===== config.mk =====
export PLATFORM = sky130hd
export DESIGN_NAME = sata_bist_lfsr_gen_flat
export DESIGN_NICKNAME = d
export VERILOG_FILES = /design/src/rtl/sata_bist_lfsr_gen_if.sv /design/src/rtl/sata_bist_lfsr_gen.sv /design/src/flat_wrapper.sv
export SDC_FILE = /design/constraint.sdc
export NUM_CORES = 1
export LEC_CHECK = 0
export ABC_AREA = 1
export BUFFER_PORTS_ARGS = -buffer_cell sky130_fd_sc_hd__clkbuf_2
export CAP_MARGIN = 20
export CORE_ASPECT_RATIO = 0.7
export CORE_UTILIZATION = 46
export DETAILED_ROUTE_END_ITERATION = 10
export GPL_TIMING_DRIVEN = 0
export PLACE_DENSITY_LB_ADDON = 0.05
export SETUP_SLACK_MARGIN = 0.1
export SYNTH_ARGS = -nofsm -noshare
export SYNTH_HDL_FRONTEND = slang
export SYNTH_SLANG_ARGS = --single-unit

===== constraint.sdc =====
create_clock -name clk -period 2.23 [get_ports clk]
set_input_delay 0.446 -clock clk [delete_from_list [all_inputs] [get_ports clk]]
set_output_delay 0.446 -clock clk [all_outputs]
set_load 0.03 [all_outputs]

===== src/rtl/sata_bist_lfsr_gen_if.sv =====
// Control/data bundle for the SATA BIST LFSR pattern generator.
// The master drives the requests and thresholds; the slave (the generator) returns its state.
interface sata_bist_lfsr_gen_if #(
  parameter int WIDTH = 32
);
  logic             start;
  logic             stop;
  logic             mode;
  logic [15:0]      burst_len;
  logic             load;
  logic [WIDTH-1:0] seed;
  logic [WIDTH-1:0] level;
  logic             pulse;
  logic [WIDTH-1:0] lfsr_out;
  logic             busy;
  logic             done;
  logic [15:0]      hit_cnt;

  modport master (
    output start, stop, mode, burst_len, load, seed, level,
    input  pulse, lfsr_out, busy, done, hit_cnt
  );

  modport slave (
    input  start, stop, mode, burst_len, load, seed, level,
    output pulse, lfsr_out, busy, done, hit_cnt
  );
endinterface


===== src/rtl/sata_bist_lfsr_gen.sv =====
// Galois LFSR BIST pattern generator with continuous/burst sequencing and a threshold pulse.
// Latency: all outputs registered, one cycle after the controlling input; no backpressure.
module sata_bist_lfsr_gen #(
  parameter int               WIDTH = 32,
  parameter logic [WIDTH-1:0] POLY  = WIDTH'(32'h000000AF),
  parameter logic [WIDTH-1:0] SEED  = WIDTH'(32'hA54455D5),
  parameter int               STEPS = 1
) (
  input  logic                  clk,
  input  logic                  rst_n,
  sata_bist_lfsr_gen_if.slave   if_bus
);

  typedef enum logic [1:0] {
    S_IDLE  = 2'd0,
    S_RUN   = 2'd1,
    S_BURST = 2'd2,
    S_DONE  = 2'd3
  } state_t;

  state_t           r_state;
  logic [15:0]      r_cnt;
  logic [15:0]      r_blen;
  logic [WIDTH-1:0] r_lfsr;
  logic             r_pulse;
  logic [15:0]      r_hit_cnt;

  logic [WIDTH-1:0] w_next;
  logic             w_active;
  logic             w_ge;
  logic             w_start_ok;

  // STEPS chained Galois shifts, unrolled into one combinational advance.
  function automatic logic [WIDTH-1:0] f_advance(input logic [WIDTH-1:0] cur);
    logic [WIDTH-1:0] v;
    v = cur;
    for (int i = 0; i < STEPS; i++) begin
      v = {v[WIDTH-2:0], 1'b0} ^ (v[WIDTH-1] ? POLY : '0);
    end
    return v;
  endfunction

  assign w_next     = f_advance(r_lfsr);
  assign w_active   = (r_state == S_RUN) || (r_state == S_BURST);
  assign w_ge       = (r_lfsr >= if_bus.level);
  assign w_start_ok = (r_state == S_IDLE) && if_bus.start;

  always_ff @(posedge clk or negedge rst_n) begin
    if (!rst_n) begin
      r_state <= S_IDLE;
      r_cnt   <= 16'd0;
      r_blen  <= 16'd0;
    end else begin
      case (r_state)
        S_IDLE: begin
          // start beats a simultaneous stop here since stop has no effect in IDLE
          if (if_bus.start) begin
            r_cnt  <= 16'd0;
            r_blen <= if_bus.burst_len;
            if (!if_bus.mode)
              r_state <= S_RUN;
            else if (if_bus.burst_len != 16'd0)
              r_state <= S_BURST;
            else
              r_state <= S_DONE;
          end
        end
        S_RUN: begin
          if (if_bus.stop)
            r_state <= S_IDLE;
        end
        S_BURST: begin
          if (if_bus.stop)
            r_state <= S_IDLE;
          else if (r_cnt == r_blen - 16'd1)
            r_state <= S_DONE;
          else
            r_cnt <= r_cnt + 16'd1;
        end
        S_DONE:  r_state <= S_IDLE;
        default: r_state <= S_IDLE;
      endcase
    end
  end

  always_ff @(posedge clk or negedge rst_n) begin
    if (!rst_n) begin
      r_lfsr    <= SEED;
      r_pulse   <= 1'b0;
      r_hit_cnt <= 16'd0;
    end else begin
      // threshold uses the pre-advance / pre-load state
      r_pulse <= w_active && w_ge;

      if (w_start_ok)
        r_hit_cnt <= 16'd0;
      else if (w_active && w_ge && (r_hit_cnt != 16'hFFFF))
        r_hit_cnt <= r_hit_cnt + 16'd1;

      if (if_bus.load)
        r_lfsr <= (if_bus.seed == '0) ? SEED : if_bus.seed;
      else if (w_active)
        r_lfsr <= w_next;
    end
  end

  assign if_bus.pulse    = r_pulse;
  assign if_bus.lfsr_out = r_lfsr;
  assign if_bus.busy     = w_active;
  assign if_bus.done     = (r_state == S_DONE);
  assign if_bus.hit_cnt  = r_hit_cnt;

endmodule


===== src/flat_wrapper.sv =====
// flat-port wrapper written by rule: the top's interface ports become plain ports
module sata_bist_lfsr_gen_flat 
#(
  parameter int               WIDTH = 32,
  parameter logic [WIDTH-1:0] POLY  = WIDTH'(32'h000000AF),
  parameter logic [WIDTH-1:0] SEED  = WIDTH'(32'hA54455D5),
  parameter int               STEPS = 1
)
  (clk, rst_n, if_bus_start, if_bus_stop, if_bus_mode, if_bus_burst_len, if_bus_load, if_bus_seed, if_bus_level, if_bus_pulse, if_bus_lfsr_out, if_bus_busy, if_bus_done, if_bus_hit_cnt);
  sata_bist_lfsr_gen_if #(.WIDTH(WIDTH)) if_bus_i ();
  input  logic clk;
  input  logic rst_n;
  input wire logic [$bits(if_bus_i.start)-1:0] if_bus_start;
  input wire logic [$bits(if_bus_i.stop)-1:0] if_bus_stop;
  input wire logic [$bits(if_bus_i.mode)-1:0] if_bus_mode;
  input wire logic [$bits(if_bus_i.burst_len)-1:0] if_bus_burst_len;
  input wire logic [$bits(if_bus_i.load)-1:0] if_bus_load;
  input wire logic [$bits(if_bus_i.seed)-1:0] if_bus_seed;
  input wire logic [$bits(if_bus_i.level)-1:0] if_bus_level;
  output wire logic [$bits(if_bus_i.pulse)-1:0] if_bus_pulse;
  output wire logic [$bits(if_bus_i.lfsr_out)-1:0] if_bus_lfsr_out;
  output wire logic [$bits(if_bus_i.busy)-1:0] if_bus_busy;
  output wire logic [$bits(if_bus_i.done)-1:0] if_bus_done;
  output wire logic [$bits(if_bus_i.hit_cnt)-1:0] if_bus_hit_cnt;
  assign if_bus_i.start = if_bus_start;
  assign if_bus_i.stop = if_bus_stop;
  assign if_bus_i.mode = if_bus_mode;
  assign if_bus_i.burst_len = if_bus_burst_len;
  assign if_bus_i.load = if_bus_load;
  assign if_bus_i.seed = if_bus_seed;
  assign if_bus_i.level = if_bus_level;
  assign if_bus_pulse = if_bus_i.pulse;
  assign if_bus_lfsr_out = if_bus_i.lfsr_out;
  assign if_bus_busy = if_bus_i.busy;
  assign if_bus_done = if_bus_i.done;
  assign if_bus_hit_cnt = if_bus_i.hit_cnt;
  sata_bist_lfsr_gen #(.WIDTH(WIDTH), .POLY(POLY), .SEED(SEED), .STEPS(STEPS)) u_core (.clk(clk), .rst_n(rst_n), .if_bus(if_bus_i));
endmodule

[Word level (Yosys, flattened, before mapping)]
Cells that the tools add are included.
Cells by class
  bitwise logic cells: 1
  multiplexer cells: 17
  equality and inequality tests: 10
  $lt $le $gt $ge: 1
  reductions and logical operators: 13
  add/sub/neg operators: 3
Operators with widths (count)
  $mux W32: 3
  $mux W16: 5
  $add A16 B1 Y16 const B: 2
  $ge A32 B32 Y1: 1
  $logic_not A32 Y1: 1
  $pmux W16 S2: 1
  $xor A32 B32 Y32: 1
  $eq A16 B16 Y1: 1
  $ne A16 B16 Y1 const B: 1
  $reduce_bool A16 Y1: 1
  $sub A16 B1 Y16 const B: 1
  $mux W2: 5
  $mux W8: 1
  $ne A2 B2 Y1 const B: 4
  $pmux W2 S4: 1
  $reduce_bool A2 Y1: 3
  $eq A2 B2 Y1 const B: 2
  $reduce_and A4 Y1: 1
  $logic_and A1 B1 Y1: 3
  $ne A3 B3 Y1 const B: 1
  $reduce_and A3 Y1: 1
  $eq A2 B1 Y1 const B: 1
  $logic_not A2 Y1: 1
  $reduce_and A2 Y1: 1
  2 further kinds: 2
Storage, ports and cells
  register bits: 83
  logic and storage cells: 51
  bits of input ports: 86

[Logic depth before layout (Yosys ltp)]
  word-level depth: 6
  depth in mapped cells: 17
  depth with buffers taken out: 17

[Worst setup path before layout]
No wires, ideal clock.
  path type: reg-to-reg
  start point: register u_core.r_state[0]
  end point: register u_core.r_lfsr[16] (netlist: u_core.if_bus.lfsr_out[16])
  stages on the path, launching flop included: 9
  library setup time: 0.120 ns
  required time: 2.110 ns
  data arrival time: 2.089 ns
  setup slack: 0.021 ns
  path through: dfrtp_1 inv_1 ha_1 clkbuf_1 nor2_1 clkinv_1 clkbuf_1 o22ai_1 nor2_1
On the way
  word-level cells in the longest chain between the ends: 3
  elaborated cells on any way between the ends: 4
Ends and longest elaborated chain
  from (decl): line sata_bist_lfsr_gen.sv:21  | state_t r_state;
  from (signal assigned): line sata_bist_lfsr_gen.sv:50  | r_state <= S_IDLE;
  from (signal assigned): line sata_bist_lfsr_gen.sv:61  | r_state <= S_RUN;
  from (signal assigned): line sata_bist_lfsr_gen.sv:63  | r_state <= S_BURST;
  $eq A2 B1 Y1 or $eq A2 B2 Y1 (tied branches): line sata_bist_lfsr_gen.sv:44  | assign w_active = (r_state == S_RUN) || (r_state == S_BURST);
  $logic_or A1 B1 Y1 *: line sata_bist_lfsr_gen.sv:44
  named net if_bus_busy: line flat_wrapper.sv:22  | output wire logic [$bits(if_bus_i.busy)-1:0] if_bus_busy;
  $reduce_bool A2 Y1 (no source line) *
  to (signal assigned): line sata_bist_lfsr_gen.sv:101  | r_lfsr <= (if_bus.seed == '0) ? SEED : if_bus.seed;
  to (signal assigned): line sata_bist_lfsr_gen.sv:103  | r_lfsr <= w_next;
  to (decl): line sata_bist_lfsr_gen.sv:24  | logic [WIDTH-1:0] r_lfsr;
The timed path passes the listed nets; every way through them passes the cells marked *.
A chain may end at the register's enable or synchronous reset.

[Final worst setup path]
  start point: register u_core.r_lfsr[29] (netlist: u_core.if_bus.lfsr_out[29])
  end point: register u_core.r_hit_cnt[11] (netlist: u_core.if_bus.hit_cnt[11])
On the way
  word-level cells in the longest chain between the ends: 4
Ends and longest elaborated chain
  $ge A32 B32 Y1: line sata_bist_lfsr_gen.sv:45  | assign w_ge = (r_lfsr >= if_bus.level);
  $logic_and A1 B1 Y1 (2 in series): line sata_bist_lfsr_gen.sv:97  | else if (w_active && w_ge && (r_hit_cnt != 16'hFFFF))
  $reduce_bool A2 Y1 (no source line)
  to (signal assigned): line sata_bist_lfsr_gen.sv:98  | r_hit_cnt <= r_hit_cnt + 16'd1;
  to (decl): line sata_bist_lfsr_gen.sv:26  | logic [15:0] r_hit_cnt;
Every way passes these cells.

==> results.md <==
Global routing:
- The first global-routing pass estimated 29.58 mm of wire.
- The number of global-route vias before repair was 5841.
- Entering global routing, the biggest net connects 65 pins.
- Across every metal layer, demand over resource in global routing totals 0.2719.
- The number of antenna violations at the first check in global routing is 1.
- Summed over all layers, the global routing overflow is 0.

Worst setup path:
- In this design, the stage delay of the slowest critical-path cell is 0.57 ns.
- Walking the worst path, the cells encountered are ha_4, a21oi_2, nor2_1, nor2_1, nand3_1, a21oi_4, nand3_2, nand3_4, nand2_4, clkbuf_16, nand2_1, nand2_1.
- The reg-to-reg setup timing slack is 0.09 ns.
- STA puts the critical path data arrival time at 2.38 ns.
- In this run the critical register-to-register path is launched from u_core.if_bus.lfsr_out[29].
- The critical-path maximum fanout is 6.
- The dominant delay contributor by cell family on the critical path is simple AND/OR/NAND/NOR gates.
- The required time of the critical path is 2.47 ns.
- STA classifies the critical path startpoint as a flop.
- Among all stages on the critical path, the largest delay is contributed by dfstp_2.
- The buffer and inverter count on the worst path is 1.
- The endpoint of the most critical register-to-register path is u_core.if_bus.hit_cnt[11].
- The critical path class is flop to flop.
- The number of cells on the worst reg-to-reg path is 12.
- The endpoint class of the critical path is a flop.

Finish:
- The number of antenna cells inserted is 0.
- Leaving out fill and tap cells, the most frequent cell in the layout is nand2_1.
- The fraction of layout instances using a drive strength above 1 is 0.2981.
- In the layout the commonest cells are nand2_1, clkbuf_2, nor2_1.
- Compared with the post-synthesis result, the final layout area differs by 33.33%.
- After the last flow step, the layout net total stands at 1207.
- The final design utilization is 0.6450.

Yosys:
- The instance count of the mapped netlist is 896.
- Of the total synthesized cell area, the portion taken by XOR and XNOR cells is 0.04982.
- Each instance of the synthesized netlist takes up on average 6.868 um2.
- The post-synthesis net count is 1021.
- The dominant combinational cell family by area after synthesis is simple AND/OR/NAND/NOR gates.
- The post-synthesis register bit count is 83.
- Measured against the total synthesized area, the mux share comes to 0.
- Summing every instance area after synthesis gives 6153 um2.
- The simple logic cell fraction of the synthesized area is 0.3731.
- The Yosys step of the flow raised 0 warnings.
- In this run, distinct cell masters in the synthesized netlist total 37.
- The area fraction in compound gates after synthesis was 0.07889.
- For this run, the register share of the synthesized area comes to 0.3406.
- The post-synthesis share of cell area spent on full adders, half adders and majority gates is 0.07930.

Placed design:
- The routability congestion estimate from global placement is 0.9150.
- The sum of net half-perimeters after detailed placement is 13.83 mm.
- The number of buffer cells added on primary ports is 135.

Timing:
- Dividing the final minimum period by the clock period gives 0.9607.
- The final critical-path required period is 2.142 ns.
- Headroom to the max-slew limit came out at 0.5959.
- The count of final max-slew check failures is 0.
- Derived from the worst setup path, the maximum achievable clock frequency is 466.8 MHz.
- Setup repair after global routing could not meet its margin everywhere.
- The final count of hold timing violations is 0.
- The final setup TNS is 0 ns.
- The final setup violation count is 0.
- At the pin with the least slew margin, the transition time is 0.6061 ns.
- Clock skew on the completed layout was measured at 0.007485 ns.

Pwr:
- The worst-case IR drop observed on VDD is 0.6752 mV.
- The standby leakage power is 4.128 nW.
- Overall power consumption after layout is estimated at 10.50 mW.
- The areal power density over the cells is 1280 nW/um2.

Clock tree:
- The clock sink count is 83.
- The root buffer cell is clkbuf_16.
- The clock tree from TritonCTS is built.
- The number of clock buffers added by TritonCTS is 9.
- The maximum count of clock buffers along a single path is 2.
- Buffers inserted to repair hold after CTS numbered 0.
- The later pin in the worst-skew pair is clocked with a latency of 0.35 ns.
- The clock transition at the register clock pins on the worst setup and hold paths after CTS is 0.06 ns.
- The maximum level of the CTS H-tree is 3.

Run status:
- The run finished with clean final reports.

Floorplanning:
- The die area is 13850 um2.
- The die span in x is 140.2 um.
- 137 I/O pins were placed.
- The placeable core region is 12720 um2.
- The starting density of the core is 0.4838.
- The floorplan step set the die height to 98.77 um.
- The floorplan has 34 rows.

Drt:
- The initial detailed-routing violation count is 393.
- The post-route antenna net violation count is 0.
- Before antenna repair, the detailed router went through 5 iterations.
- Using the TritonRoute via totals, the vias-per-cell ratio works out to 5.267.
- The wire length per cell is 14.93 um.
- Wires add up to 18.65 mm.
- The total vias in the final route is 6578.
- The post-detailed-route DRC marker count is 0.

Job:
- Across the run, the number of max-cap violations was 0.

Worst hold path:
- The worst hold-check path type is primary input to asynchronous set/reset pin.
## per-stage QoR
stage / setup WS, ns / instance area [um2] / cells / hold WS (ns)
global placement: -0.4441 / 7038 / 1193 / 0.5098
finish: 0.08760 / 8204 / 1249 / 0.01148
CTS: 0.09998 / 7614 / 1222 / 0.01890
floorplan: 0.1272 / 6160 / 896 / 0.1504
global route: -0.08698 / 8204 / 1249 / 0.02436
detailed placement: -0.4586 / 7068 / 1194 / 0.3859
## logic make-up after synthesis
group                      after synthesis
adders and majority gates               39
buffers and inverters                  125
and+or+nand+nor                        530
AOI/OAI and AO/OA                       84
xor gates and xnor gates                35
DFF                                     83
## state kept, by name, summed over array words and instances (netlist names)
| name | cells |
|---|---|
| u_core.r_blen | 16 |
| u_core.if_bus.pulse | 1 |
| u_core.r_state | 2 |
| u_core.r_cnt | 16 |
| u_core.if_bus.lfsr_out | 32 |
| u_core.if_bus.hit_cnt | 16 |
## Yosys cell counts
| cell | number | area (um2) |
|---|---|---|
| inv_1 | 98 | 367.9 |
| nand3_2 | 1 | 10.01 |
| dfrtp_1 | 68 | 1702 |
| a21oi_2 | 1 | 8.760 |
| clkbuf_1 | 20 | 75.07 |
| nand2_1 | 261 | 979.7 |
| xnor2_1 | 9 | 78.83 |
| or2_2 | 3 | 18.77 |
| nand3_1 | 85 | 425.4 |
| a211oi_1 | 1 | 7.510 |
| o21a_1 | 1 | 7.510 |
| ha_1 | 39 | 488.0 |
| buf_6 | 1 | 11.26 |
| nand3_4 | 1 | 17.52 |
| nor3_1 | 19 | 95.09 |
| xor2_1 | 26 | 227.7 |
| nor2_1 | 113 | 424.2 |
| buf_2 | 1 | 5.000 |
| a31oi_1 | 5 | 31.28 |
| o21ai_0 | 29 | 145.1 |
| nand3b_1 | 1 | 7.510 |
| o22ai_1 | 12 | 75.07 |
| nor2_4 | 4 | 45.04 |
| o211ai_1 | 1 | 7.510 |
| buf_4 | 1 | 7.510 |
| o221a_2 | 4 | 45.04 |
| a21oi_1 | 28 | 140.1 |
| nand4_1 | 13 | 81.33 |
| clkinv_1 | 2 | 7.510 |
| o221ai_1 | 2 | 17.52 |
| and3_1 | 1 | 6.260 |
| nor2_2 | 7 | 43.79 |
| nor4_1 | 17 | 106.4 |
| nand2_4 | 2 | 22.52 |
| dfstp_2 | 15 | 394.1 |
| nand2_2 | 2 | 12.51 |
| buf_1 | 2 | 7.510 |
## worst reg2reg max path, stage by stage, from the launching register on
cell and delay [ns]:
dfstp_2 0.57, ha_4 0.21, a21oi_2 0.12, nor2_1 0.05
nor2_1 0.09, nand3_1 0.13, a21oi_4 0.21, nand3_2 0.15
nand3_4 0.13, nand2_4 0.10, clkbuf_16 0.18, nand2_1 0.05
nand2_1 0.04
## layer usage
| metal | GRT usage | part of all wire | vias to the layer above |
|---|---|---|---|
| met5 | 0 | 0.00064 | - |
| met4 | 0.05664 | 0.012 | 2 |
| met3 | 0.06220 | 0.076 | 30 |
| met2 | 0.3900 | 0.41 | 236 |
| met1 | 0.4122 | 0.50 | 3026 |
| li1 | - | - | 3284 |
## repair_timing
action                                  4_1_cts  5_1_grt
setup buffers                                12       25
pin swaps                                     7       35
gates cloned                                  0        2
gates resized for setup                      30       95
endpoints found under the setup margin       58       47
## final cells by class
cell class	instances	area, um2
fillers	1169	4516
multi-input cells	688	4005
flip-flops and latches	83	2098
repair buffers	175	1041
inverters	100	386.6
clock buffers	13	260.3
well taps	162	202.7
plain buffers	25	141.4
clock inverters	3	68.82
## report_power, final
group | internal [mW] | switching [mW] | leakage, nW
sequential | 2.09 | 0.666 | 1.03
clock | 1.05 | 0.623 | 0.160
combinational | 2.29 | 3.79 | 2.94
total | 5.43 | 5.07 | 4.13
## worst max path at each step
stage                                from                        end  cells past startpoint
2_1_floorplan  u_core.if_bus.lfsr_out[30]   u_core.if_bus.hit_cnt[7]                     11
3_3_place_gp             if_bus_level[31]   u_core.if_bus.hit_cnt[6]                     13
3_5_place_dp             if_bus_level[23]  u_core.if_bus.hit_cnt[14]                     13
4_1_cts        u_core.if_bus.lfsr_out[20]  u_core.if_bus.hit_cnt[13]                     12
5_1_grt        u_core.if_bus.lfsr_out[19]   u_core.if_bus.hit_cnt[8]                     12
6_report       u_core.if_bus.lfsr_out[29]  u_core.if_bus.hit_cnt[11]                     12
(Power assumes the default switching activity.)
